`src/rtl/morra_pkg.sv`:
```
`default_nettype none
// ============================================================================
// Module      : morra_pkg
// Description : Shared move/result codes, FSM states and helpers for morra.
// Revision    : 1.0 - initial release
// ============================================================================
package morra_pkg;

    localparam logic [1:0] c_MV_ILLEGAL     = 2'b00;
    localparam logic [1:0] c_MV_A           = 2'b01;
    localparam logic [1:0] c_MV_B           = 2'b10;
    localparam logic [1:0] c_MV_C           = 2'b11;

    localparam logic [1:0] c_MANCHE_INVALID = 2'b00;
    localparam logic [1:0] c_MANCHE_P1      = 2'b01;
    localparam logic [1:0] c_MANCHE_P2      = 2'b10;
    localparam logic [1:0] c_MANCHE_DRAW    = 2'b11;

    localparam logic [1:0] c_PARTITA_RUN    = 2'b00;
    localparam logic [1:0] c_PARTITA_P1     = 2'b01;
    localparam logic [1:0] c_PARTITA_P2     = 2'b10;
    localparam logic [1:0] c_PARTITA_DRAW   = 2'b11;

    typedef enum logic [1:0] {
        ST_IDLE   = 2'd0,
        ST_INIT   = 2'd1,
        ST_PLAY   = 2'd2,
        ST_FINISH = 2'd3
    } morra_state_e;

    localparam logic [1:0] c_S_IDLE   = ST_IDLE;
    localparam logic [1:0] c_S_INIT   = ST_INIT;
    localparam logic [1:0] c_S_PLAY   = ST_PLAY;
    localparam logic [1:0] c_S_FINISH = ST_FINISH;

    localparam int         MIN_ROUNDS     = 4;
    localparam int         TIMEOUT_ROUNDS = 20;
    localparam logic [7:0] c_LFSR_RESET   = 8'hA5;
    localparam logic [4:0] c_CNT_MAX      = 5'd31;

    function automatic logic beats(input logic [1:0] p, input logic [1:0] s);
        return ((p == c_MV_B) && (s == c_MV_A)) ||
               ((p == c_MV_A) && (s == c_MV_C)) ||
               ((p == c_MV_C) && (s == c_MV_B));
    endfunction

    function automatic logic [1:0] manche_of(input logic [1:0] p, input logic [1:0] s);
        if ((p == c_MV_ILLEGAL) || (s == c_MV_ILLEGAL)) return c_MANCHE_INVALID;
        if (p == s)                                     return c_MANCHE_DRAW;
        if (beats(p, s))                                return c_MANCHE_P1;
        return c_MANCHE_P2;
    endfunction

    // Map a raw 2-bit candidate to a legal move that avoids the banned one.
    function automatic logic [1:0] pick_move(input logic [1:0] raw, input logic [1:0] ban);
        logic [1:0] c;
        c = (raw == c_MV_ILLEGAL) ? c_MV_C : raw;
        if (c == ban) begin
            case (c)
                c_MV_A:  c = c_MV_B;
                c_MV_B:  c = c_MV_C;
                default: c = c_MV_A;
            endcase
        end
        return c;
    endfunction

    function automatic logic [4:0] sat_inc(input logic [4:0] v);
        return (v == c_CNT_MAX) ? v : v + 5'd1;
    endfunction

endpackage
`default_nettype wire

```
`src/rtl/morra_lfsr.sv`:
```
`default_nettype none
// ============================================================================
// Module      : morra_lfsr
// Description : 8-bit Fibonacci LFSR (x^8+x^6+x^5+x^4+1) with load and enable.
// Revision    : 1.0 - initial release
// ============================================================================
module morra_lfsr
    import morra_pkg::*;
(
    input  logic       clk,
    input  logic       rst,
    input  logic       i_load,
    input  logic [7:0] i_seed,
    input  logic       i_en,
    output logic [3:0] o_low
);

    logic [7:0] r_lfsr;
    logic       w_fb;

    assign w_fb = r_lfsr[7] ^ r_lfsr[5] ^ r_lfsr[4] ^ r_lfsr[3];

    always_ff @(posedge clk) begin
        if (rst) begin
            r_lfsr <= c_LFSR_RESET;
        end else if (i_load) begin
            r_lfsr <= i_seed;
        end else if (i_en) begin
            r_lfsr <= {r_lfsr[6:0], w_fb};
        end
    end

    assign o_low = r_lfsr[3:0];

endmodule
`default_nettype wire

```
`src/rtl/morra_giocatore.sv`:
```
`default_nettype none
// ============================================================================
// Module      : morra_giocatore
// Description : Two-player morra move generator checked against a referee.
// Revision    : 1.0 - initial release
// ============================================================================
module morra_giocatore
    import morra_pkg::*;
(
    input  logic       clk,
    input  logic       RST,
    input  logic       START,
    input  logic [3:0] CFG_LEN,
    input  logic [7:0] SEED,
    input  logic       INJ_INVALID,
    input  logic [1:0] MANCHE,
    input  logic [1:0] PARTITA,
    output logic [1:0] PRIMO,
    output logic [1:0] SECONDO,
    output logic       INIZIO,
    output logic       BUSY,
    output logic       DONE,
    output logic [1:0] RESULT,
    output logic [4:0] ROUNDS,
    output logic [4:0] WINS1,
    output logic [4:0] WINS2,
    output logic       ERR
);

    logic [1:0] r_state;
    logic [1:0] r_primo, r_secondo, r_result;
    logic       r_inizio, r_busy, r_done, r_err, r_inj;
    logic [4:0] r_rounds, r_wins1, r_wins2;
    logic [1:0] r_ban1, r_ban2, r_pcnt;

    logic       w_start_ok, w_in_play, w_game_over, w_timeout, w_load_moves;
    logic [7:0] w_seed;
    logic [3:0] w_lfsr_low;
    logic [1:0] w_ban1_nx, w_ban2_nx, w_mv1, w_mv2, w_exp_manche, w_pcnt_nx;
    logic [4:0] w_rounds_nx, w_wins1_nx, w_wins2_nx;

    assign w_start_ok  = (r_state == c_S_IDLE) && START;
    assign w_in_play   = (r_state == c_S_PLAY);
    assign w_seed      = (SEED == 8'h00) ? c_LFSR_RESET : SEED;

    assign w_exp_manche = manche_of(r_primo, r_secondo);
    assign w_rounds_nx  = (w_in_play && (MANCHE != c_MANCHE_INVALID)) ? sat_inc(r_rounds) : r_rounds;
    assign w_wins1_nx   = (w_in_play && (MANCHE == c_MANCHE_P1)) ? sat_inc(r_wins1) : r_wins1;
    assign w_wins2_nx   = (w_in_play && (MANCHE == c_MANCHE_P2)) ? sat_inc(r_wins2) : r_wins2;

    assign w_game_over  = w_in_play && (PARTITA != c_PARTITA_RUN);
    assign w_timeout    = w_in_play && (PARTITA == c_PARTITA_RUN) &&
                          (w_rounds_nx >= 5'(TIMEOUT_ROUNDS));
    assign w_load_moves = (r_state == c_S_INIT) || (w_in_play && !w_game_over && !w_timeout);

    // Restriction follows the round just sampled, so the next pair sees it at once.
    always_comb begin
        w_ban1_nx = r_ban1;
        w_ban2_nx = r_ban2;
        if (w_in_play) begin
            case (MANCHE)
                c_MANCHE_P1:   w_ban1_nx = r_primo;
                c_MANCHE_P2:   w_ban2_nx = r_secondo;
                c_MANCHE_DRAW: begin
                    w_ban1_nx = c_MV_ILLEGAL;
                    w_ban2_nx = c_MV_ILLEGAL;
                end
                default: ;
            endcase
        end
    end

    assign w_pcnt_nx = (r_pcnt == 2'd3) ? r_pcnt : r_pcnt + 2'd1;
    assign w_mv1     = (r_inj && (r_pcnt == 2'd2)) ? c_MV_ILLEGAL : pick_move(w_lfsr_low[1:0], w_ban1_nx);
    assign w_mv2     = pick_move(w_lfsr_low[3:2], w_ban2_nx);

    morra_lfsr u_lfsr (
        .clk    (clk),
        .rst    (RST),
        .i_load (w_start_ok),
        .i_seed (w_seed),
        .i_en   (w_load_moves),
        .o_low  (w_lfsr_low)
    );

    always_ff @(posedge clk) begin
        if (RST) begin
            r_state   <= c_S_IDLE;
            r_primo   <= 2'b00;
            r_secondo <= 2'b00;
            r_result  <= 2'b00;
            r_inizio  <= 1'b0;
            r_busy    <= 1'b0;
            r_done    <= 1'b0;
            r_err     <= 1'b0;
            r_inj     <= 1'b0;
            r_rounds  <= 5'd0;
            r_wins1   <= 5'd0;
            r_wins2   <= 5'd0;
            r_ban1    <= 2'b00;
            r_ban2    <= 2'b00;
            r_pcnt    <= 2'd0;
        end else begin
            r_done <= 1'b0;
            case (r_state)
                c_S_IDLE: begin
                    if (START) begin
                        r_state   <= c_S_INIT;
                        r_inizio  <= 1'b1;
                        r_busy    <= 1'b1;
                        r_primo   <= CFG_LEN[3:2];
                        r_secondo <= CFG_LEN[1:0];
                        r_result  <= 2'b00;
                        r_err     <= 1'b0;
                        r_inj     <= INJ_INVALID;
                        r_rounds  <= 5'd0;
                        r_wins1   <= 5'd0;
                        r_wins2   <= 5'd0;
                        r_ban1    <= 2'b00;
                        r_ban2    <= 2'b00;
                        r_pcnt    <= 2'd0;
                    end
                end
                c_S_INIT: begin
                    r_state   <= c_S_PLAY;
                    r_inizio  <= 1'b0;
                    r_primo   <= w_mv1;
                    r_secondo <= w_mv2;
                    r_pcnt    <= w_pcnt_nx;
                end
                c_S_PLAY: begin
                    r_rounds <= w_rounds_nx;
                    r_wins1  <= w_wins1_nx;
                    r_wins2  <= w_wins2_nx;
                    r_ban1   <= w_ban1_nx;
                    r_ban2   <= w_ban2_nx;
                    if ((MANCHE != w_exp_manche) || w_timeout) begin
                        r_err <= 1'b1;
                    end
                    if (w_game_over || w_timeout) begin
                        r_state   <= c_S_FINISH;
                        r_result  <= w_game_over ? PARTITA : c_PARTITA_RUN;
                        r_busy    <= 1'b0;
                        r_done    <= 1'b1;
                        r_primo   <= 2'b00;
                        r_secondo <= 2'b00;
                    end else begin
                        r_primo   <= w_mv1;
                        r_secondo <= w_mv2;
                        r_pcnt    <= w_pcnt_nx;
                    end
                end
                c_S_FINISH: begin
                    r_state <= c_S_IDLE;
                end
                default: begin
                    r_state <= c_S_IDLE;
                end
            endcase
        end
    end

    assign PRIMO   = r_primo;
    assign SECONDO = r_secondo;
    assign INIZIO  = r_inizio;
    assign BUSY    = r_busy;
    assign DONE    = r_done;
    assign RESULT  = r_result;
    assign ROUNDS  = r_rounds;
    assign WINS1   = r_wins1;
    assign WINS2   = r_wins2;
    assign ERR     = r_err;

endmodule
`default_nettype wire

```
`config.mk`:
```
export PLATFORM = sky130hd
export DESIGN_NAME = morra_giocatore
export DESIGN_NICKNAME = d
export VERILOG_FILES = /design/src/rtl/morra_pkg.sv /design/src/rtl/morra_lfsr.sv /design/src/rtl/morra_giocatore.sv
export SDC_FILE = /design/constraint.sdc
export NUM_CORES = 1
export LEC_CHECK = 0
export BUFFER_PORTS_ARGS = -buffer_cell sky130_fd_sc_hd__buf_2
export CAP_MARGIN = 15
export CORE_MARGIN = 2
export CORE_UTILIZATION = 56
export CTS_CLUSTER_DIAMETER = 30
export DETAILED_ROUTE_END_ITERATION = 8
export GPL_TIMING_DRIVEN = 0
export PLACE_DENSITY_LB_ADDON = 0.3
export SLEW_MARGIN = 15
export SYNTH_ARGS = -nofsm -noshare
export SYNTH_HDL_FRONTEND = slang
export SYNTH_SLANG_ARGS = --single-unit
```
`constraint.sdc`:
```
create_clock -name clk -period 2.45 [get_ports clk]
set_input_delay 0.49 -clock clk [delete_from_list [all_inputs] [get_ports clk]]
set_output_delay 0.49 -clock clk [all_outputs]
set_load 0.05 [all_outputs]
```
==> metrics.txt, run 1 <==
# TYPE chip_impl_metric gauge
chip_impl_metric{name="final.period_utilization",unit="%"} 94.4
chip_impl_metric{name="max_capacitance_violation_total",unit=""} 0
chip_impl_info{name="synthTopCellsByArea",value="sky130_fd_sc_hd__dfxtp_1 33%, sky130_fd_sc_hd__ha_1 7.8%, sky130_fd_sc_hd__nor2_1 7.7%, sky130_fd_sc_hd__a21oi_1 3.7%, sky130_fd_sc_hd__nand2_1 3.1%"} 1
chip_impl_metric{name="placementRows",unit=""} 24
chip_impl_info{name="worst_setup_path_end_kind",value="register"} 1
chip_impl_metric{name="clock-skew-final",unit="ps"} 11.2
chip_impl_metric{name="critical_path.max_stage_delay",unit="ps"} 450
chip_impl_metric{name="place.gp.congestion",unit=""} 0.876
chip_impl_metric{name="cts-root-to-sink-buffers",unit=""} 2
chip_impl_metric{name="htreeDepth",unit=""} 2
chip_impl_metric{name="via_count_of_the_first_global_routing_pass",unit=""} 2268
chip_impl_info{name="holdCritPathClass",value="primary input to register"} 1
chip_impl_info{name="critical_path.slowest_cell",value="sky130_fd_sc_hd__o311ai_4"} 1
chip_impl_metric{name="gr-usage-met3",unit="%"} 3.94
chip_impl_info{name="synth_commonest_cells",value="53 x sky130_fd_sc_hd__nor2_1, 42 x sky130_fd_sc_hd__dfxtp_1, 21 x sky130_fd_sc_hd__nand2_1"} 1
chip_impl_info{name="critical_path.startpoint_type",value="register"} 1
chip_impl_metric{name="die_h",unit="µm"} 71.8
chip_impl_metric{name="layout-area-overhead-vs-synth",unit="%"} 14.8
chip_impl_metric{name="worst_path_setup_slack_after_routing",unit="ps"} 138
chip_impl_metric{name="wl_per_cell",unit="µm"} 14.9
chip_impl_metric{name="ys_warn_count",unit=""} 0
chip_impl_metric{name="grt_pass1_wl",unit="mm"} 10.4
chip_impl_info{name="cts_tree",value="done"} 1
chip_impl_metric{name="synthDominantCellAreaShare",unit="%"} 32.7
chip_impl_metric{name="netlist-cell-type-count",unit=""} 57
chip_impl_metric{name="p_int",unit="W"} 0.00166
chip_impl_metric{name="max-vdd-ir-drop",unit="mV"} 0.854
chip_impl_metric{name="floorplan.die.width",unit="µm"} 71.8
chip_impl_metric{name="vias_per_cell",unit=""} 6.05
chip_impl_metric{name="fmax",unit="MHz"} 433
chip_impl_metric{name="post_synthesis_instance_area",unit="µm²"} 2570
chip_impl_metric{name="cts_made_buffers",unit=""} 5
chip_impl_metric{name="report.final.hold_viol_count",unit=""} 0
chip_impl_metric{name="clock_sink_count",unit=""} 42
chip_impl_metric{name="post_route_cells_drive_above_1_share",unit="%"} 18.3
chip_impl_metric{name="static-leakage-power",unit="nW"} 1.28
chip_impl_metric{name="die_area",unit="µm²"} 5150
chip_impl_metric{name="setup_total_neg_slack",unit="ps"} 0
chip_impl_info{name="busiest_layer",value="met2"} 1
chip_impl_metric{name="placeableCoreArea",unit="µm²"} 4380
chip_impl_metric{name="comb_power_share",unit="%"} 55.9
chip_impl_metric{name="power.share.clock",unit="%"} 13.7
chip_impl_metric{name="drt-initial-drc-count",unit=""} 202
chip_impl_metric{name="seq_area_frac_synth",unit="%"} 32.7
chip_impl_metric{name="groute.usage.overall",unit="%"} 25.2
chip_impl_metric{name="floorplan.io_pins",unit=""} 45
chip_impl_metric{name="p_switching",unit="W"} 0.00151
chip_impl_metric{name="maxSlewViolCount",unit=""} 0
chip_impl_metric{name="switching_share",unit="%"} 47.6
chip_impl_metric{name="vias",unit=""} 2537
chip_impl_metric{name="clk_pin_slew",unit="ps"} 80
chip_impl_metric{name="grtUsageMet2",unit="%"} 40.1
chip_impl_metric{name="drt_pass1_iterations",unit=""} 7
chip_impl_metric{name="drc_errors",unit=""} 0
chip_impl_metric{name="num_antenna_cells",unit=""} 0
chip_impl_metric{name="synth-edff-count",unit=""} 0
chip_impl_metric{name="syn_nets",unit=""} 353
chip_impl_info{name="top_ff_cell_synth",value="sky130_fd_sc_hd__dfxtp_1"} 1
chip_impl_metric{name="grt_antenna_before_repair",unit=""} 0
chip_impl_info{name="synthMostInstantiatedCell",value="sky130_fd_sc_hd__nor2_1"} 1
chip_impl_metric{name="cp.arrival",unit="ps"} 2490
chip_impl_metric{name="pwr-share-seq",unit="%"} 30.5
chip_impl_metric{name="initial_utilization",unit="%"} 58.6
chip_impl_info{name="grt_setup_unrepaired",value="no"} 1
chip_impl_metric{name="syn_area_per_cell",unit="µm²"} 8.11
chip_impl_metric{name="finalHoldWorstSlack",unit="ps"} 437
chip_impl_metric{name="global_route_overflow",unit=""} 0
chip_impl_metric{name="fillCellCount",unit=""} 397
chip_impl_info{name="post_synthesis_cell_type_with_the_largest_combined_area",value="sky130_fd_sc_hd__dfxtp_1"} 1
chip_impl_metric{name="cp.buffers_inverters",unit=""} 2
chip_impl_metric{name="place_ws",unit="ps"} 70.1
chip_impl_metric{name="maximum_fanout_count_along_the_critical_path",unit=""} 10
chip_impl_info{name="cp_top_family",value="compound AO/OA/AOI/OAI gates"} 1
chip_impl_metric{name="drt-total-wl",unit="mm"} 6.22
chip_impl_metric{name="gr-usage-met1",unit="%"} 35.7
chip_impl_metric{name="post-route-util",unit="%"} 67.4
chip_impl_metric{name="worst-endpoint-required",unit="ps"} 2630
chip_impl_metric{name="setup_viol",unit=""} 0
chip_impl_metric{name="grt_start_max_net_pins",unit=""} 13
chip_impl_metric{name="async_flop_share",unit="%"} 0
chip_impl_metric{name="hpwl",unit="mm"} 4.46
chip_impl_metric{name="insertion_delay",unit="ps"} 290
chip_impl_info{name="run_status",value="complete, no violations"} 1
chip_impl_info{name="timing.critical_path.cells",value="inv_2 > ha_1 > buf_6 > o211ai_1 > o2bb2ai_2 > o311ai_4 > nand2_4 > o311a_1 > or3_1"} 1
chip_impl_metric{name="worst_pin_slew",unit="ps"} 654
chip_impl_info{name="worstSetupPathType",value="register to register"} 1
chip_impl_metric{name="postRouteAntennaNets",unit=""} 0
chip_impl_info{name="root_buffer",value="sky130_fd_sc_hd__clkbuf_8"} 1
chip_impl_metric{name="ys_ff_latch",unit=""} 42
chip_impl_metric{name="syn-instance-count",unit=""} 317
chip_impl_metric{name="final_nets",unit=""} 403
chip_impl_metric{name="slew_headroom",unit="%"} 56.4
chip_impl_metric{name="p_per_area",unit="nW/µm²"} 1070
chip_impl_metric{name="finalCriticalPeriod",unit="ps"} 2310
chip_impl_metric{name="placement.io_buffers",unit=""} 42
## area by class of cell
type	count	area, µm²	share of cell area [%]
Multi-Input combinational cell	245	1610	54.5
Sequential cell	42	841	28.5
Timing Repair Buffer	43	218	7.37
Buffer	19	98.8	3.35
Clock buffer	6	72.6	2.46
Tap cell	52	65.1	2.20
Inverter	11	41.3	1.40
Clock inverter	1	7.51	0.254
## logic make-up after synthesis
group | count (synthesis) | synth area share [%]
muxes | 6 | 2.38
adders and majority gates | 16 | 7.79
AOI/OAI and AO/OA | 86 | 23.3
and+or+nand+nor | 127 | 25.2
buffers and inverters | 30 | 5.26
DFF | 42 | 32.7
xor gates and xnor gates | 10 | 3.41
## power groups by stage
stage | logic, W | registers [W] | clock network (W)
2_1_floorplan | 0.00115 | 0.00115 | 0
3_3_place_gp | 0.00167 | 0.000966 | 0
3_5_place_dp | 0.00171 | 0.000975 | 0
4_1_cts | 0.00173 | 0.000961 | 0.000433
5_1_grt | 0.00197 | 0.000987 | 0.000454
6_report | 0.00177 | 0.000964 | 0.000433
## worst paths after layout
check / startpoint / endpoint / slack [ps] / cells after the start
worst min register to register: r_inj / r_inj / 470 / 2
worst max register to register: r_state[0] / u_lfsr.r_lfsr[0] / 140 / 9
worst min-delay path: INJ_INVALID / r_inj / 440 / 3
worst max-delay path: r_state[0] / u_lfsr.r_lfsr[0] / 140 / 9
## cell usage in the layout (no fill, tap or decap), drive strengths merged, types with 4 or more instances in the layout
cell	Yosys	routed
a211oi	7	7
dfxtp	42	42
ha	16	16
a31oi	7	7
nand3b	4	4
nand2	22	22
buf	6	49
a32oi	4	4
xnor2	5	5
o21ai	16	16
and4b	4	4
mux2i	5	5
nand3	8	8
a22oi	7	7
nand2b	8	8
nor2	53	53
xor2	5	5
a21oi	19	19
inv	11	11
clkbuf	13	19
## layer usage
| layer | part of all wire [%] | vias up |
|---|---|---|
| met5 | 0 | - |
| met4 | 1.0 | 0 |
| met3 | 5.2 | 10 |
| met2 | 46 | 91 |
| met1 | 48 | 1194 |
| li1 | - | 1242 |
## registers in the layout (all words and copies together) (netlist names)
signal,cells
r_inj,1
BUSY,1
ERR,1
r_ban2,2
u_lfsr.r_lfsr,8
PRIMO,2
r_pcnt,2
DONE,1
WINS1,5
r_state,2
INIZIO,1
WINS2,5
RESULT,2
r_ban1,2
ROUNDS,5
SECONDO,2
## metrics by stage
step	std cells	area, µm²	total power, W
after floorplan	317	2570	0.00230
after global placement	411	2850	0.00264
after detailed placement	411	2850	0.00269
after CTS	418	2930	0.00312
after global routing	419	2950	0.00341
final	419	2950	0.00316
## worst min-delay path: cells and delay by family
family                 cells  cell delay, ps
buffers and inverters      1              90
and+or+nand+nor            1              50
AOI/OAI and AO/OA          1              50
## repair_timing
action / 4_1_cts / 5_1_grt
buffers inserted: 0 / 1
endpoints found under the setup margin: 0 / 16
hold buffers: 0 / 0
gates resized for setup: 0 / 7
No activity file was read; power rests on OpenSTA's default activity.
==> run 2: changes to the inputs <==
--- a/config.mk
+++ b/config.mk
@@ -7,7 +7,7 @@
 export LEC_CHECK = 0
 export BUFFER_PORTS_ARGS = -buffer_cell sky130_fd_sc_hd__buf_2
 export CAP_MARGIN = 15
-export CORE_MARGIN = 2
+export CORE_MARGIN = 10
 export CORE_UTILIZATION = 56
 export CTS_CLUSTER_DIAMETER = 30
 export DETAILED_ROUTE_END_ITERATION = 8
==> metrics.txt, run 2 (synthesized netlist as in run 1, its figures left out) <==
# TYPE chip_impl_metric gauge
chip_impl_info{name="run_status",value="complete, no violations"} 1
chip_impl_metric{name="clock-skew-final",unit="ps"} 14.0
chip_impl_metric{name="floorplan.io_pins",unit=""} 45
chip_impl_metric{name="p_per_area",unit="nW/µm²"} 1080
chip_impl_metric{name="clock_sink_count",unit=""} 42
chip_impl_metric{name="cts_made_buffers",unit=""} 5
chip_impl_metric{name="die_area",unit="µm²"} 7700
chip_impl_metric{name="wl_per_cell",unit="µm"} 15.6
chip_impl_metric{name="vias",unit=""} 2478
chip_impl_metric{name="placement.io_buffers",unit=""} 42
chip_impl_metric{name="finalCriticalPeriod",unit="ps"} 2380
chip_impl_metric{name="num_antenna_cells",unit=""} 0
chip_impl_info{name="largest-register",value="u_lfsr.r_lfsr"} 1
chip_impl_metric{name="drt_pass1_iterations",unit=""} 4
chip_impl_metric{name="grt_start_max_net_pins",unit=""} 14
chip_impl_metric{name="largest_reg_flops",unit=""} 8
chip_impl_metric{name="slew_headroom",unit="%"} 58.8
chip_impl_metric{name="post-route-util",unit="%"} 67.3
chip_impl_metric{name="drc_errors",unit=""} 0
chip_impl_metric{name="grt_antenna_before_repair",unit=""} 0
chip_impl_metric{name="max-vdd-ir-drop",unit="mV"} 0.784
chip_impl_metric{name="via_count_of_the_first_global_routing_pass",unit=""} 2424
chip_impl_metric{name="vias_per_cell",unit=""} 5.89
chip_impl_metric{name="maximum_fanout_count_along_the_critical_path",unit=""} 10
chip_impl_metric{name="worst_path_setup_slack_after_routing",unit="ps"} 71.3
chip_impl_metric{name="grt_pass1_wl",unit="mm"} 10.8
chip_impl_metric{name="place.gp.congestion",unit=""} 0.860
chip_impl_info{name="worstSetupPathType",value="register to register"} 1
chip_impl_metric{name="initial_utilization",unit="%"} 58.2
chip_impl_info{name="root_buffer",value="sky130_fd_sc_hd__clkbuf_8"} 1
chip_impl_metric{name="insertion_delay",unit="ps"} 300
chip_impl_metric{name="placed_cells",unit=""} 411
chip_impl_metric{name="drt-initial-drc-count",unit=""} 187
chip_impl_metric{name="groute.usage.overall",unit="%"} 16.8
chip_impl_metric{name="final_cells",unit=""} 421
chip_impl_metric{name="cts_hold_repair.buffers",unit=""} 0
chip_impl_metric{name="worst-endpoint-required",unit="ps"} 2630
chip_impl_metric{name="floorplan.die.width",unit="µm"} 87.8
chip_impl_metric{name="drt-total-wl",unit="mm"} 6.57
chip_impl_metric{name="cts-root-to-sink-buffers",unit=""} 2
chip_impl_metric{name="placeableCoreArea",unit="µm²"} 4410
chip_impl_metric{name="placementRows",unit=""} 24
chip_impl_metric{name="final.period_utilization",unit="%"} 97.1
chip_impl_info{name="layout_commonest_cell",value="sky130_fd_sc_hd__nor2_1"} 1
chip_impl_metric{name="clk_pin_slew",unit="ps"} 90
chip_impl_metric{name="final_nets",unit=""} 404
chip_impl_metric{name="setup_viol",unit=""} 0
chip_impl_metric{name="post_route_cells_drive_above_1_share",unit="%"} 18.7
chip_impl_metric{name="worst-r2r-setup-slack",unit="ps"} 70
chip_impl_metric{name="total_power",unit="W"} 0.00321
chip_impl_metric{name="htreeDepth",unit=""} 2
chip_impl_metric{name="static-leakage-power",unit="nW"} 1.30
chip_impl_metric{name="max_capacitance_violation_total",unit=""} 0
chip_impl_metric{name="global_route_overflow",unit=""} 0
chip_impl_metric{name="place_ws",unit="ps"} 94.4
chip_impl_metric{name="setup_total_neg_slack",unit="ps"} 0
chip_impl_info{name="worst_setup_path_end_kind",value="register"} 1
chip_impl_metric{name="worst_pin_slew",unit="ps"} 618
chip_impl_info{name="holdCritPathClass",value="primary input to register"} 1
chip_impl_metric{name="layout-area-overhead-vs-synth",unit="%"} 15.6
chip_impl_info{name="grt_setup_unrepaired",value="yes"} 1
chip_impl_metric{name="maxSlewViolCount",unit=""} 0
chip_impl_info{name="critical_path.startpoint_type",value="register"} 1
chip_impl_metric{name="report.final.hold_viol_count",unit=""} 0
chip_impl_info{name="cts_tree",value="done"} 1
chip_impl_metric{name="postRouteAntennaNets",unit=""} 0
chip_impl_metric{name="die_h",unit="µm"} 87.8
chip_impl_metric{name="cp.arrival",unit="ps"} 2560
chip_impl_info{name="final_cell_mix",value="53 x sky130_fd_sc_hd__nor2_1, 44 x sky130_fd_sc_hd__buf_2, 42 x sky130_fd_sc_hd__dfxtp_1, 21 x sky130_fd_sc_hd__nand2_1, 19 x sky130_fd_sc_hd__a21oi_1"} 1
chip_impl_metric{name="hpwl",unit="mm"} 4.84
chip_impl_metric{name="fmax",unit="MHz"} 420
run 2: cell count changes in the layout (fill, tap and decap cells not counted), sizes merged:
cell / delta
clkinvlp: -1
inv: +1
clkbuf: +1
buf: +1
run 2: layer usage:
layer  share of wire (%)  global-route usage, %  up-vias
li1                    -                      -     1249
met1                  46                   21.5     1131
met2                  46                   27.0       87
met3                 7.2                   4.55       11
met4                 1.2                   4.93        0
met5                   0                      0        -
run 2: repair_timing:
action                                  CTS  global route
gates resized for setup                   0             7
setup buffers                             0             2
endpoints found under the setup margin    0            11
run 2: worst paths after layout:
check,cells past startpoint,endpoint,start
hold / removal,3,r_inj,INJ_INVALID
setup reg to reg,9,u_lfsr.r_lfsr[0],r_state[0]
hold reg to reg,2,r_inj,r_inj
setup / recovery,9,u_lfsr.r_lfsr[0],r_state[0]
run 2: final cells by class:
| type | instances | area (µm²) |
|---|---|---|
| plain buffers | 19 | 96.3 |
| flip-flops and latches | 42 | 841 |
| clock inverters | 1 | 8.76 |
| clock buffers | 7 | 86.3 |
| well taps | 52 | 65.1 |
| multi-input cells | 245 | 1610 |
| fillers | 385 | 1440 |
| inverters | 11 | 41.3 |
| repair buffers | 44 | 225 |
run 2: where the power goes:
part / switching (W) / internal [W] / total [W]
sequential: 0.000128 / 0.000833 / 0.000961
clock: 0.000250 / 0.000233 / 0.000483
combinational: 0.00114 / 0.000630 / 0.00177
total: 0.00152 / 0.00170 / 0.00321
run 2: critical path, stage by stage (launching register included):
cell and delay, ps:
sky130_fd_sc_hd__dfxtp_1 340, sky130_fd_sc_hd__inv_1 140, sky130_fd_sc_hd__ha_1 210, sky130_fd_sc_hd__buf_4 200
sky130_fd_sc_hd__o211ai_1 160, sky130_fd_sc_hd__o2bb2ai_2 200, sky130_fd_sc_hd__o311ai_4 420, sky130_fd_sc_hd__nand2_4 140
sky130_fd_sc_hd__o311a_1 140, sky130_fd_sc_hd__or3_1 310
run 2: through the flow:
step | hold slack [ps] | instance area (µm²)
2_1_floorplan | 434 | 2570
3_3_place_gp | 445 | 2850
3_5_place_dp | 451 | 2850
4_1_cts | 425 | 2940
5_1_grt | 440 | 2970
6_report | 428 | 2970
==> run 3: changes to the inputs <==
--- a/config.mk
+++ b/config.mk
@@ -9,6 +9,7 @@
 export CAP_MARGIN = 15
 export CORE_MARGIN = 10
 export CORE_UTILIZATION = 56
+export CTS_BUF_LIST = sky130_fd_sc_hd__clkbuf_16
 export CTS_CLUSTER_DIAMETER = 30
 export DETAILED_ROUTE_END_ITERATION = 8
 export GPL_TIMING_DRIVEN = 0
==> metrics.txt, run 3 (synthesized netlist as in run 1, its figures left out) <==
# TYPE chip_impl_metric gauge
chip_impl_info{name="run_status",value="complete, no violations"} 1
chip_impl_metric{name="maximum_fanout_count_along_the_critical_path",unit=""} 10
chip_impl_info{name="holdCritPathClass",value="primary input to register"} 1
chip_impl_info{name="worstReg2RegStart",value="r_state[0]"} 1
chip_impl_metric{name="max-vdd-ir-drop",unit="mV"} 0.811
chip_impl_metric{name="groute.usage.overall",unit="%"} 17.2
chip_impl_metric{name="worstHoldPathCells",unit=""} 3
chip_impl_metric{name="maxSlewViolCount",unit=""} 0
chip_impl_metric{name="die_area",unit="µm²"} 7700
chip_impl_metric{name="p_int",unit="W"} 0.00184
chip_impl_metric{name="die_h",unit="µm"} 87.8
chip_impl_metric{name="place.gp.congestion",unit=""} 0.860
chip_impl_metric{name="drt_pass1_iterations",unit=""} 5
chip_impl_metric{name="setup_viol",unit=""} 0
chip_impl_metric{name="drc_errors",unit=""} 0
chip_impl_metric{name="drt-initial-drc-count",unit=""} 191
chip_impl_metric{name="place_ws",unit="ps"} 94.4
chip_impl_metric{name="total_power",unit="W"} 0.00337
chip_impl_metric{name="worst_pin_slew",unit="ps"} 590
chip_impl_metric{name="cts_hold_repair.buffers",unit=""} 0
chip_impl_metric{name="insertion_delay",unit="ps"} 290
chip_impl_metric{name="cp.arrival",unit="ps"} 2520
chip_impl_metric{name="max_capacitance_violation_total",unit=""} 0
chip_impl_metric{name="layout-area-overhead-vs-synth",unit="%"} 17.4
chip_impl_metric{name="grt_start_max_net_pins",unit=""} 14
chip_impl_metric{name="clock_sink_count",unit=""} 42
chip_impl_metric{name="switching_share",unit="%"} 45.6
chip_impl_metric{name="post_route_cell_area",unit="µm²"} 3020
chip_impl_metric{name="pwr-share-seq",unit="%"} 28.6
chip_impl_metric{name="vias_per_cell",unit=""} 5.95
chip_impl_metric{name="placement_stage_cell_area",unit="µm²"} 2850
chip_impl_metric{name="p_per_area",unit="nW/µm²"} 1120
chip_impl_metric{name="reg2reg_depth",unit=""} 9
chip_impl_metric{name="grt_antenna_before_repair",unit=""} 0
chip_impl_metric{name="clock-skew-final",unit="ps"} 8.89
chip_impl_metric{name="grt_pass1_wl",unit="mm"} 11.0
chip_impl_info{name="layout_commonest_cell",value="sky130_fd_sc_hd__nor2_1"} 1
chip_impl_metric{name="report.final.hold_viol_count",unit=""} 0
chip_impl_metric{name="finalHoldWorstSlack",unit="ps"} 445
chip_impl_info{name="worstSetupPathType",value="register to register"} 1
chip_impl_info{name="worstSetupStartpoint",value="r_state[0]"} 1
chip_impl_metric{name="floorplan.io_pins",unit=""} 45
chip_impl_metric{name="post_route_cells_drive_above_1_share",unit="%"} 18.2
chip_impl_info{name="worst_setup_path_end_kind",value="register"} 1
chip_impl_info{name="hold_path_end",value="r_inj"} 1
chip_impl_metric{name="via_count_of_the_first_global_routing_pass",unit=""} 2442
chip_impl_info{name="crit-reg2reg-capture",value="u_lfsr.r_lfsr[0]"} 1
chip_impl_info{name="worstHoldStart",value="INJ_INVALID"} 1
chip_impl_metric{name="worst-r2r-setup-slack",unit="ps"} 90
chip_impl_metric{name="static-leakage-power",unit="nW"} 1.32
chip_impl_metric{name="final_nets",unit=""} 404
chip_impl_info{name="final_cell_mix",value="53 x sky130_fd_sc_hd__nor2_1, 44 x sky130_fd_sc_hd__buf_2, 42 x sky130_fd_sc_hd__dfxtp_1, 21 x sky130_fd_sc_hd__nand2_1, 19 x sky130_fd_sc_hd__a21oi_1"} 1
chip_impl_metric{name="p_switching",unit="W"} 0.00154
chip_impl_info{name="root_buffer",value="sky130_fd_sc_hd__clkbuf_16"} 1
chip_impl_metric{name="wl_per_cell",unit="µm"} 15.6
chip_impl_metric{name="floorplan.die.width",unit="µm"} 87.8
chip_impl_metric{name="postRouteAntennaNets",unit=""} 0
chip_impl_metric{name="comb_power_share",unit="%"} 52.4
chip_impl_metric{name="fillCellCount",unit=""} 387
chip_impl_metric{name="vias",unit=""} 2503
chip_impl_metric{name="power.share.clock",unit="%"} 19.1
chip_impl_metric{name="placementRows",unit=""} 24
chip_impl_metric{name="final.period_utilization",unit="%"} 96.2
chip_impl_metric{name="placeableCoreArea",unit="µm²"} 4410
chip_impl_metric{name="largest_reg_flops",unit=""} 8
chip_impl_metric{name="num_antenna_cells",unit=""} 0
chip_impl_metric{name="slew_headroom",unit="%"} 60.6
chip_impl_metric{name="worst-endpoint-required",unit="ps"} 2610
chip_impl_metric{name="cts_made_buffers",unit=""} 5
chip_impl_metric{name="drt-total-wl",unit="mm"} 6.59
chip_impl_metric{name="initial_utilization",unit="%"} 58.2
chip_impl_metric{name="post-route-util",unit="%"} 68.4
chip_impl_metric{name="fmax",unit="MHz"} 424
chip_impl_info{name="grt_setup_unrepaired",value="yes"} 1
chip_impl_metric{name="global_route_overflow",unit=""} 0
chip_impl_info{name="cts_tree",value="done"} 1
chip_impl_metric{name="clk_pin_slew",unit="ps"} 60
chip_impl_metric{name="finalCriticalPeriod",unit="ps"} 2360
chip_impl_info{name="largest-register",value="u_lfsr.r_lfsr"} 1
chip_impl_metric{name="worst_path_setup_slack_after_routing",unit="ps"} 92.2
chip_impl_metric{name="cts-root-to-sink-buffers",unit=""} 2
chip_impl_metric{name="placement.io_buffers",unit=""} 42
chip_impl_info{name="critical_path.startpoint_type",value="register"} 1
chip_impl_metric{name="htreeDepth",unit=""} 2
chip_impl_metric{name="hpwl",unit="mm"} 4.84
[run 3: cell types whose count changed in the layout (fill, tap and decap cells not counted)]
cell | before | now
sky130_fd_sc_hd__clkbuf_8 | 6 | 0
sky130_fd_sc_hd__clkbuf_16 | 0 | 5
sky130_fd_sc_hd__clkbuf_2 | 3 | 2
sky130_fd_sc_hd__clkinv_1 | 0 | 1
sky130_fd_sc_hd__inv_1 | 11 | 12
[run 3: worst max path at each step]
stage	cells past startpoint	slack, ps	to
floorplan	7	180	u_lfsr.r_lfsr[0]
CTS	8	50	WINS2[3]
finish	9	90	u_lfsr.r_lfsr[0]
global route	9	-9	PRIMO[1]
detailed placement	9	90	ROUNDS[1]
global placement	8	110	WINS2[3]
[run 3: routing by layer]
metal  wire length (µm)  track usage [%]  share of wire (%)  up-vias
li1                   -                -                  -     1244
met1               2980             21.7                 45     1159
met2               3040             28.0                 46       93
met3                505             4.92                7.7        7
met4                 61             4.35               0.93        0
met5                  0                0                  0        -
[run 3: what timing repair did]
action	CTS	global route
resized for setup	0	5
endpoints found under the setup margin	0	11
buffers inserted	0	2
[run 3: cell type report]
| cell class | instances | area (µm²) | area share (%) |
|---|---|---|---|
| buffer | 19 | 95.1 | 3.15 |
| clock buffer | 5 | 125 | 4.15 |
| clock inverter | 3 | 16.3 | 0.539 |
| inverter | 11 | 41.3 | 1.37 |
| multi-input combinational | 245 | 1610 | 53.3 |
| sequential | 42 | 841 | 27.9 |
| tap | 52 | 65.1 | 2.16 |
| timing repair buffer | 44 | 225 | 7.46 |
[run 3: critical path, stage by stage (launching register included)]
cell                        delay [ps]
sky130_fd_sc_hd__dfxtp_1           330
sky130_fd_sc_hd__inv_1             130
sky130_fd_sc_hd__ha_1              220
sky130_fd_sc_hd__buf_4             190
sky130_fd_sc_hd__o211ai_1          150
sky130_fd_sc_hd__o2bb2ai_2         190
sky130_fd_sc_hd__o311ai_4          420
sky130_fd_sc_hd__nand2_4           140
sky130_fd_sc_hd__o311a_1           140
sky130_fd_sc_hd__or3_1             310
[run 3: power groups by stage]
stage,sequential [W],combinational (W),clock [W]
floorplan,0.00115,0.00115,0
finish,0.000964,0.00177,0.000643
global route,0.000981,0.00197,0.000674
detailed placement,0.000975,0.00171,0
global placement,0.000966,0.00168,0
CTS,0.000960,0.00174,0.000647
[run 3: through the flow]
step / std cells / setup TNS, ps
2_1_floorplan: 317 / 0
3_3_place_gp: 411 / 0
3_5_place_dp: 411 / 0
4_1_cts: 419 / 0
5_1_grt: 421 / -22.5
6_report: 421 / 0
